<file path="config.mk">
export PLATFORM = sky130hd
export DESIGN_NAME = zynq_frame_packer
export DESIGN_NICKNAME = d
export VERILOG_FILES = /design/src/rtl/zynq_frame_packer.sv
export SDC_FILE = /design/constraint.sdc
export NUM_CORES = 1
export LEC_CHECK = 0
export CAP_MARGIN = 40
export CORE_ASPECT_RATIO = 1.1
export CORE_MARGIN = 10
export CORE_UTILIZATION = 60
export CTS_BUF_LIST = sky130_fd_sc_hd__clkbuf_8
export DETAILED_ROUTE_END_ITERATION = 8
export GPL_TIMING_DRIVEN = 0
export PLACE_DENSITY = 0.85
export SLEW_MARGIN = 20
export SYNTH_ARGS = -nofsm -noshare
export SYNTH_HDL_FRONTEND = slang
export SYNTH_SLANG_ARGS = --single-unit
</file>
<file path="constraint.sdc">
create_clock -name CLK -period 7.23 [get_ports CLK]
set_clock_uncertainty 0.2 [all_clocks]
set_input_delay 1.446 -clock CLK [delete_from_list [all_inputs] [get_ports CLK]]
set_output_delay 1.446 -clock CLK [all_outputs]
set_load 0.005 [all_outputs]
</file>
<file path="src/rtl/zynq_frame_packer.sv">
// Packs 12-bit digitizer FIFO samples in pairs into 32-bit words and frames them
// with a header and trailer on a valid/ready stream toward the ZYNQ side.
module zynq_frame_packer #(
  parameter int WIDTH    = 12,
  parameter int TO_BITS  = 8,
  parameter int SEQ_BITS = 12
) (
  input  logic               CLK,
  input  logic               RST,
  input  logic [WIDTH-1:0]   FIFO_Q,
  input  logic               FIFO_EMPTY,
  output logic               FIFO_RDREQ,
  input  logic [11:0]        FRAME_LEN,
  input  logic [TO_BITS-1:0] TIMEOUT,
  output logic [31:0]        M_DATA,
  output logic               M_VALID,
  input  logic               M_READY,
  output logic               M_LAST,
  output logic               BUSY
);

  typedef enum logic [2:0] {
    IDLE    = 3'd0,
    HDR     = 3'd1,
    COLLECT = 3'd2,
    PAD     = 3'd3,
    TRL     = 3'd4
  } state_t;

  state_t               state, state_nxt;
  logic [31:0]          m_data, m_data_nxt;
  logic                 m_valid, m_valid_nxt;
  logic                 m_last, m_last_nxt;
  logic [SEQ_BITS-1:0]  seq, seq_nxt;
  logic [11:0]          count, count_nxt;
  logic [11:0]          flen, flen_nxt;
  logic [TO_BITS-1:0]   to_cnt, to_cnt_nxt;
  logic [TO_BITS-1:0]   to_lim, to_lim_nxt;
  logic                 in_flight, in_flight_nxt;
  logic [WIDTH-1:0]     s0, s0_nxt;
  logic                 rd;
  logic                 close;

  function automatic logic [31:0] header_word(input logic [SEQ_BITS-1:0] sq);
    return {8'hA5, sq, 12'h000};
  endfunction

  function automatic logic [31:0] data_word(input logic odd, input logic [WIDTH-1:0] hi,
                                            input logic [WIDTH-1:0] lo);
    return {4'hD, 3'b000, odd, hi, lo};
  endfunction

  function automatic logic [31:0] trailer_word(input logic [SEQ_BITS-1:0] sq,
                                               input logic [11:0] nsamp);
    return {8'h5A, sq, nsamp};
  endfunction

  // Next-state, next-output and FIFO read request decode
  always_comb begin
    state_nxt     = state;
    m_data_nxt    = m_data;
    m_valid_nxt   = m_valid;
    m_last_nxt    = m_last;
    seq_nxt       = seq;
    count_nxt     = count;
    flen_nxt      = flen;
    to_cnt_nxt    = to_cnt;
    to_lim_nxt    = to_lim;
    in_flight_nxt = in_flight;
    s0_nxt        = s0;
    rd            = 1'b0;
    close         = 1'b0;
    case (state)
      IDLE: begin
        if (!FIFO_EMPTY) begin
          m_data_nxt  = header_word(seq);
          m_valid_nxt = 1'b1;
          m_last_nxt  = 1'b0;
          flen_nxt    = (FRAME_LEN == 12'd0) ? 12'd1 : FRAME_LEN;
          to_lim_nxt  = TIMEOUT;
          count_nxt   = 12'd0;
          to_cnt_nxt  = {TO_BITS{1'b0}};
          state_nxt   = HDR;
        end else begin
          state_nxt = IDLE;
        end
      end
      HDR: begin
        if (M_READY) begin
          m_valid_nxt = 1'b0;
          state_nxt   = COLLECT;
        end else begin
          state_nxt = HDR;
        end
      end
      COLLECT: begin
        // A read is only issued with no word pending, so capture never meets M_VALID=1
        if (in_flight) begin
          in_flight_nxt = 1'b0;
          count_nxt     = count + 12'd1;
          if (!count[0]) begin
            s0_nxt = FIFO_Q;
          end else begin
            m_data_nxt  = data_word(1'b0, FIFO_Q, s0);
            m_valid_nxt = 1'b1;
          end
        end else if (m_valid) begin
          if (M_READY) begin
            m_valid_nxt = 1'b0;
          end else begin
            m_valid_nxt = 1'b1;
          end
        end else if (count >= flen) begin
          close = 1'b1;
        end else if (!FIFO_EMPTY) begin
          rd            = 1'b1;
          in_flight_nxt = 1'b1;
          to_cnt_nxt    = {TO_BITS{1'b0}};
        end else if (to_cnt == to_lim) begin
          close = 1'b1;
        end else begin
          to_cnt_nxt = to_cnt + TO_BITS'(1);
        end
        if (close) begin
          if (count[0]) begin
            m_data_nxt  = data_word(1'b1, {WIDTH{1'b0}}, s0);
            m_valid_nxt = 1'b1;
            state_nxt   = PAD;
          end else begin
            m_data_nxt  = trailer_word(seq, count);
            m_valid_nxt = 1'b1;
            m_last_nxt  = 1'b1;
            state_nxt   = TRL;
          end
        end else begin
          state_nxt = COLLECT;
        end
      end
      PAD: begin
        if (M_READY) begin
          m_data_nxt = trailer_word(seq, count);
          m_last_nxt = 1'b1;
          state_nxt  = TRL;
        end else begin
          state_nxt = PAD;
        end
      end
      TRL: begin
        if (M_READY) begin
          m_valid_nxt = 1'b0;
          m_last_nxt  = 1'b0;
          seq_nxt     = seq + SEQ_BITS'(1);
          count_nxt   = 12'd0;
          to_cnt_nxt  = {TO_BITS{1'b0}};
          state_nxt   = IDLE;
        end else begin
          state_nxt = TRL;
        end
      end
      default: begin
        m_valid_nxt   = 1'b0;
        m_last_nxt    = 1'b0;
        in_flight_nxt = 1'b0;
        state_nxt     = IDLE;
      end
    endcase
  end

  // State and output registers; reset drops any partial frame without a trailer
  always_ff @(posedge CLK or posedge RST) begin
    if (RST) begin
      state     <= IDLE;
      m_data    <= 32'h0000_0000;
      m_valid   <= 1'b0;
      m_last    <= 1'b0;
      seq       <= {SEQ_BITS{1'b0}};
      count     <= 12'd0;
      flen      <= 12'd1;
      to_cnt    <= {TO_BITS{1'b0}};
      to_lim    <= {TO_BITS{1'b0}};
      in_flight <= 1'b0;
      s0        <= {WIDTH{1'b0}};
    end else begin
      state     <= state_nxt;
      m_data    <= m_data_nxt;
      m_valid   <= m_valid_nxt;
      m_last    <= m_last_nxt;
      seq       <= seq_nxt;
      count     <= count_nxt;
      flen      <= flen_nxt;
      to_cnt    <= to_cnt_nxt;
      to_lim    <= to_lim_nxt;
      in_flight <= in_flight_nxt;
      s0        <= s0_nxt;
    end
  end

  assign FIFO_RDREQ = rd;
  assign M_DATA     = m_data;
  assign M_VALID    = m_valid;
  assign M_LAST     = m_last;
  assign BUSY       = (state != IDLE);

endmodule
</file>
Word level (Yosys, flattened, before mapping) --
Cells that the tools add are included.
Cells by class: add/subtract/negate cells 3, order comparisons 1, equal/unequal tests 19, multiplexer cells 52, bitwise gates (word level) 4, reductions and logical operators 15
Operators by type and width (number):
- 32-bit 2-to-1 mux | 6
- 32-bit case mux with 3 select lines | 1
- 8-bit 2-to-1 mux | 7
- 12-bit 2-to-1 mux | 4
- 12-bit case mux with 3 select lines | 1
- 12-bit by 1-bit adder with 12-bit output (second input constant) | 2
- 8-bit case mux with 3 select lines | 1
- 1-bit 2-to-1 mux | 23
- 2-bit inequality test (second input constant) | 9
- 3-bit case mux with 5 select lines | 1
- 12-bit >= comparator | 1
- 12-bit zero test | 1
- 3-bit 2-to-1 mux | 4
- 3-bit inequality test (second input constant) | 3
- 3-bit nonzero test | 3
- 8-bit by 1-bit adder with 8-bit output (second input constant) | 1
- 8-bit equality test | 1
- 4-bit AND reduction | 2
- 7-bit AND reduction | 1
- 3-bit by 2-bit equality test with 1-bit output (second input constant) | 2
- 6-bit AND reduction | 1
- 1-bit case mux with 5 select lines | 1
- 5-bit AND reduction | 1
- 4-bit inequality test (second input constant) | 1
- other kinds (12) | 16
Storage, ports and cells: flip-flop bits (word level) 102, output and inout bits 36, logic and storage cells 105

Depth between registers and ports, before layout --
Gate-level depths: netlist of run 1.
word-level depth 9, mapped depth 12, depth with buffers taken out 9

Least setup slack after synthesis of run 1 --
Ideal clock, no wire load.
path kind reg2out, from register count[0], to output port FIFO_RDREQ, arrival time 2029 ps, path slack 3555 ps, cell stages (with the launch flop) 9, buffers on the path 1, cells stage by stage dfrtp_1 > clkbuf_1 > inv_1 > ha_1 > nand2b_1 > a211o_1 > a21oi_1 > o21ai_2 > nor4_1
On the way: word-level cells in the longest chain between the ends 5
Ends and longest elaborated chain:
- start: declaration | line 35 | logic [11:0] count, count_nxt;
- start signal: assignment | line 189 | count <= count_nxt;
- 12-bit >= comparator | line 113 | end else if (count >= flen) begin
- 1-bit 2-to-1 mux | line 113
- 1-bit 2-to-1 mux | line 107 | end else if (m_valid) begin
- 1-bit 2-to-1 mux | line 98 | if (in_flight) begin
- 1-bit 2-to-1 mux | line 73 | case (state)
- end: declaration | line 12 | output logic FIFO_RDREQ,
Every way passes these cells.

Worst setup path after layout of run 1 --
Ends and elaborated chain as after synthesis.

==> results of run 1 <==
==> layer usage <==
metal	GRT usage	routed length (um)
met1	0.256	5140
met2	0.336	6190
met5	0	0
met4	0.0741	260
met3	0.0403	653
==> power by group <==
group	leakage, nW	switching, mW	internal, mW
Combinational	1.30	0.554	0.498
Clock	0.115	0.200	0.209
Sequential	1.26	0.122	0.743
==> area by class of cell <==
type / instances / area, um2
Buffer: 25 / 119
Sequential cell: 99 / 2480
Timing Repair Buffer: 74 / 759
Clock inverter: 6 / 96.3
Inverter: 39 / 151
Fill cell: 580 / 1910
Tap cell: 108 / 135
Multi-Input combinational cell: 328 / 2210
Clock buffer: 10 / 138
==> logic make-up after synthesis <==
family,count (synthesis),synth area share
flip-flops,99,0.501
multiplexers,27,0.0612
adder cells (fa/ha/maj),15,0.0379
buffers and inverters,64,0.0536
XOR/XNOR,26,0.0460
AO/OA/AOI/OAI,109,0.157
AND/OR/NAND/NOR,151,0.143
==> worst max-delay path, delay by kind of cell, from the launching register on <==
family	cells	cell delay, ns
buffers and inverters	3	1.10
AO/OA/AOI/OAI	3	0.70
AND/OR/NAND/NOR	2	0.47
flip-flops	1	0.42
adder cells (fa/ha/maj)	1	0.30
==> metrics by stage <==
stage               setup WS [ns]  power (mW)  cell area, um2  hold WS [ns]  instances
floorplan                    3.00        1.51            4950         0.245        491
global placement             1.60        1.86            5800         0.264        670
detailed placement           2.56        1.92            5850         0.273        673
CTS                          2.25        2.33            6080         0.289        689
global route                 2.01        2.49            6080         0.316        689
finish                       2.23        2.33            6080         0.283        689
==> state kept, by name, indices dropped and copies added (netlist names) <==
register   flops
M_DATA        29
count         12
flen          12
s0            12
seq           12
to_cnt         8
to_lim         8
state          3
M_LAST         1
M_VALID        1
in_flight      1
==> layout by cell type (no fill, tap or decap), drive strengths merged, types with 6 or more instances in the layout <==
| master | instances |
|---|---|
| dfrtp | 98 |
| clkdlybuf4s50 | 71 |
| nand2 | 65 |
| inv | 41 |
| o21ai | 29 |
| clkbuf | 26 |
| mux2 | 26 |
| nor2 | 21 |
| xnor2 | 19 |
| ha | 15 |
| nand3 | 14 |
| a21oi | 13 |
| o22ai | 13 |
| a22oi | 11 |
| nand4 | 10 |
| buf | 10 |
| nor3 | 9 |
| o2bb2ai | 7 |
| xor2 | 7 |
| nor4 | 6 |
| a32o | 6 |
==> path summary, 6_finish.rpt <==
| kind | start | cells past startpoint | to | slack, ns |
|---|---|---|---|---|
| hold / removal | seq[9] | 1 | seq[9] | 0.28 |
| hold reg to reg | seq[9] | 1 | seq[9] | 0.28 |
| setup reg to reg | count[0] | 11 | M_DATA[1] | 3.56 |
| setup / recovery | count[0] | 9 | FIFO_RDREQ | 2.23 |
| min in group asynchronous | RST | 2 | M_DATA[18] | 1.22 |
| max in group asynchronous | RST | 3 | flen[0] | 4.94 |
==> out/qor.yml, run 1 <==
start_util: 0.619
hold_viol: 0
drc_errors: 0
startpoint_type: "flop"
wirelength_um: 12200
rows: 34
synth_top_cell_by_area: "dfrtp_1"
yosysMostFrequentCell: "dfrtp_1"
synth_area_mm2: 0.00495
die_width_um: 107
syn2layout_area_growth_pct: 22.9
clk_pin_slew_ns: 0.10
dr.pass1.iters: 5
max_stage_delay_ns: 0.57
postCtsSetupBuffers: 0
pwr_density_cell_mw_per_mm2: 382
dr.first_iter.drc_count: 215
status: "finished clean"
relSlewSlack: 0.476
hold_path.class: "reg2reg"
cts_resized: 0
grt_overflow_total: 0
endpoint_kind: "output pin"
synth_common_cells: "98 x dfrtp_1, 65 x nand2_1, 39 x inv_1, 22 x o21ai_0, 21 x nor2_1"
routabilityCongestion: 0.913
htree_levels: 3
die_area_mm2: 0.0123
synthCells: 491
port-buffer-count: 71
synth_top_cell_area_share: 0.495
grt_pass1_vias: 4080
synth.avg_cell_area_um2: 10.1
root_buffer: "clkbuf_8"
cp_slowest_cell: "clkdlybuf4s50_1"
path_class: "reg2out"
syn-num-nets: 542
core-area_mm2: 0.00800
crit_fanout: 10
grt.total_usage: 0.202
cts_hold_buf: 0
fin_setup_tns_ns: 0
ys_top_cells_by_area: "dfrtp_1 50%, nand2_1 4.9%, ha_1 3.8%"
routed_via_density: 5.94
numCtsBuffers: 9
grt_max_degree: 66
die_y_um: 115
worstMarginPinSlew_ns: 0.780
cts.sinks: 99
yosysUniqueCellTypes: 57
grt_first_pass_wirelength_um: 20400
dpl.hpwl_um: 9080
period_share: 0.691
final_net_count: 627
final_layout_size_suffix_gt1_frac: 0.0861
vias: 4095
async_reset_ff_frac: 1.00
ant_nets: 0
finalCriticalPeriod_ns: 5.00
antenna_found_initial: 0
insertion_delay_ns: 0.37
vdd_drop_max_mv: 0.195
crit_chain: "clkbuf_1, inv_1, ha_1, nand2b_1, a211o_1, a21oi_1, o21ai_2, nor4_1, clkdlybuf4s50_1"
crit_arrival_ns: 3.35
utilization: 0.761
cts_tree: "yes"
power_leakage_nw: 2.67
io_pins: 72
synth_edf_count: 0
fmax_mhz: 200
rsz0062_at_grt: "false"
cts_max_path_buffers: 2
finalSetupViolations: 0
cap_violations: 0
yosys_warnings: 0
diodes: 0
wl_per_cell_um: 17.8
synth_top_flop_cell: "dfrtp_1"
required_ns: 5.58
yosysSeqAreaShare: 0.501
yosys_register_bits: 99
slew_viol_final: 0
No activity file was read; power rests on OpenSTA's default activity.
==> run 2: changes to the inputs <==
--- a/config.mk
+++ b/config.mk
@@ -8,11 +8,11 @@
 export CAP_MARGIN = 40
 export CORE_ASPECT_RATIO = 1.1
 export CORE_MARGIN = 10
-export CORE_UTILIZATION = 60
+export CORE_UTILIZATION = 56
 export CTS_BUF_LIST = sky130_fd_sc_hd__clkbuf_8
 export DETAILED_ROUTE_END_ITERATION = 8
 export GPL_TIMING_DRIVEN = 0
-export PLACE_DENSITY = 0.85
+export PLACE_DENSITY = 0.8
 export SLEW_MARGIN = 20
 export SYNTH_ARGS = -nofsm -noshare
 export SYNTH_HDL_FRONTEND = slang
==> constraint.sdc (replaced) <==
create_clock -name CLK -period 5.15 [get_ports CLK]
set_clock_uncertainty 0.2 [all_clocks]
set_input_delay 1.03 -clock CLK [delete_from_list [all_inputs] [get_ports CLK]]
set_output_delay 1.03 -clock CLK [all_outputs]
set_load 0.005 [all_outputs]
==> out/qor.yml, run 2 (synthesized netlist as in run 1, its figures left out) <==
min_from: "M_DATA[20]"
slew_viol_final: 0
final_common_cell: "dfrtp_1"
cts_tree: "yes"
syn2layout_area_growth_pct: 22.0
cts.sinks: 99
wirelength_um: 12100
root_buffer: "clkbuf_8"
diodes: 0
grt_pass1_vias: 4130
holdPathStages: 1
antenna_found_initial: 0
grt_max_degree: 68
dr.first_iter.drc_count: 266
relSlewSlack: 0.491
layout_common_cells: "98 x dfrtp_1, 71 x clkdlybuf4s50_1, 65 x nand2_1"
required_ns: 3.92
cts_max_path_buffers: 2
period_share: 0.887
postCtsSetupBuffers: 0
dpl.hpwl_um: 9090
die_area_mm2: 0.0130
die_y_um: 119
dr.pass1.iters: 4
path_class: "reg2out"
startpoint_type: "flop"
max_stage_delay_ns: 0.57
drc_errors: 0
cap_violations: 0
crit_chain: "clkbuf_1, inv_1, ha_1, nand2b_1, a211o_1, a21oi_1, o21ai_2, nor4_1, clkdlybuf4s50_1"
io_pins: 72
ant_nets: 0
grt_overflow_total: 0
cp_slowest_cell: "clkdlybuf4s50_1"
largest_reg_flops: 29
power_leakage_nw: 2.65
post_dp_cell_area_mm2: 0.00585
crit_fanout: 10
pwr_density_cell_mw_per_mm2: 525
hold_viol: 0
port-buffer-count: 71
fin_area_mm2: 0.00604
htree_levels: 3
routed_via_density: 5.80
insertion_delay_ns: 0.38
die_width_um: 110
endpoint_kind: "output pin"
worstMarginPinSlew_ns: 0.758
finalSetupViolations: 0
rr_worst_depth: 11
core-area_mm2: 0.00850
rows: 35
hold_path.class: "reg2reg"
fin_hold_ws_ns: 0.296
start_util: 0.583
routabilityCongestion: 0.914
grt.total_usage: 0.190
final_layout_size_suffix_gt1_frac: 0.0861
vdd_drop_max_mv: 0.326
crit_arrival_ns: 3.34
cts_hold_buf: 0
r2r_end: "M_DATA[11]"
numCtsBuffers: 9
vias: 4015
finalCriticalPeriod_ns: 4.57
clk_pin_slew_ns: 0.10
rsz0062_at_grt: "false"
wl_per_cell_um: 17.5
fmax_mhz: 219
status: "finished clean"
timing.rr.start: "count[0]"
min_to: "M_DATA[20]"
cts_resized: 0
grt_first_pass_wirelength_um: 20100
final_net_count: 627
rrSetupSlack_ns: 1.55
run 2: how the worst max path moves through the flow:
stage / startpoint / to / slack, ns / cells after the start
5_1_grt: count[0] / FIFO_RDREQ / 0.39 / 9
3_3_place_gp: RST / M_DATA[29] / -0.09 / 2
2_1_floorplan: RST / M_DATA[0] / 1.33 / 1
4_1_cts: count[0] / FIFO_RDREQ / 0.55 / 9
3_5_place_dp: count[0] / FIFO_RDREQ / 0.98 / 9
6_report: count[0] / FIFO_RDREQ / 0.58 / 9
run 2: cell type report:
class                           instances  area (um2)
Clock inverter                          6        53.8
Timing Repair Buffer                   74         754
Clock buffer                           10         138
Multi-Input combinational cell        328        2210
Sequential cell                        99        2480
Tap cell                              111         139
Fill cell                             646        2450
Buffer                                 25         119
Inverter                               39         151
run 2: where the power goes:
| part | total (mW) | internal, mW | switching (mW) |
|---|---|---|---|
| clock | 0.495 | 0.198 | 0.296 |
| combinational | 1.46 | 0.697 | 0.760 |
| sequential | 1.22 | 1.04 | 0.175 |
| total | 3.17 | 1.94 | 1.23 |
run 2: metrics by stage:
step	setup slack (ns)	std cells	total power, mW	util	setup TNS [ns]
after global routing	0.386	692	3.40	0.711	0
final	0.580	692	3.17	0.711	0
after detailed placement	0.980	676	2.70	0.689	0
after global placement	-0.0882	673	2.64	0.683	-7.90
after floorplan	1.33	491	2.12	-	0
after CTS	0.550	692	3.19	0.711	0
run 2: worst max-delay path: cells and delay by family (launching register included):
family                   cells  cell delay, ns
AO/OA/AOI/OAI                3            0.74
flip-flops                   1            0.42
adder cells (fa/ha/maj)      1            0.29
AND/OR/NAND/NOR              2            0.47
buffers and inverters        3            1.06
run 2: per-layer routing:
metal | vias up | part of all wire | track usage
met5 | - | 0 | 0
li1 | 1905 | - | -
met2 | 121 | 0.49 | 0.308
met4 | 0 | 0.014 | 0.0586
met1 | 1972 | 0.43 | 0.237
met3 | 17 | 0.062 | 0.0527
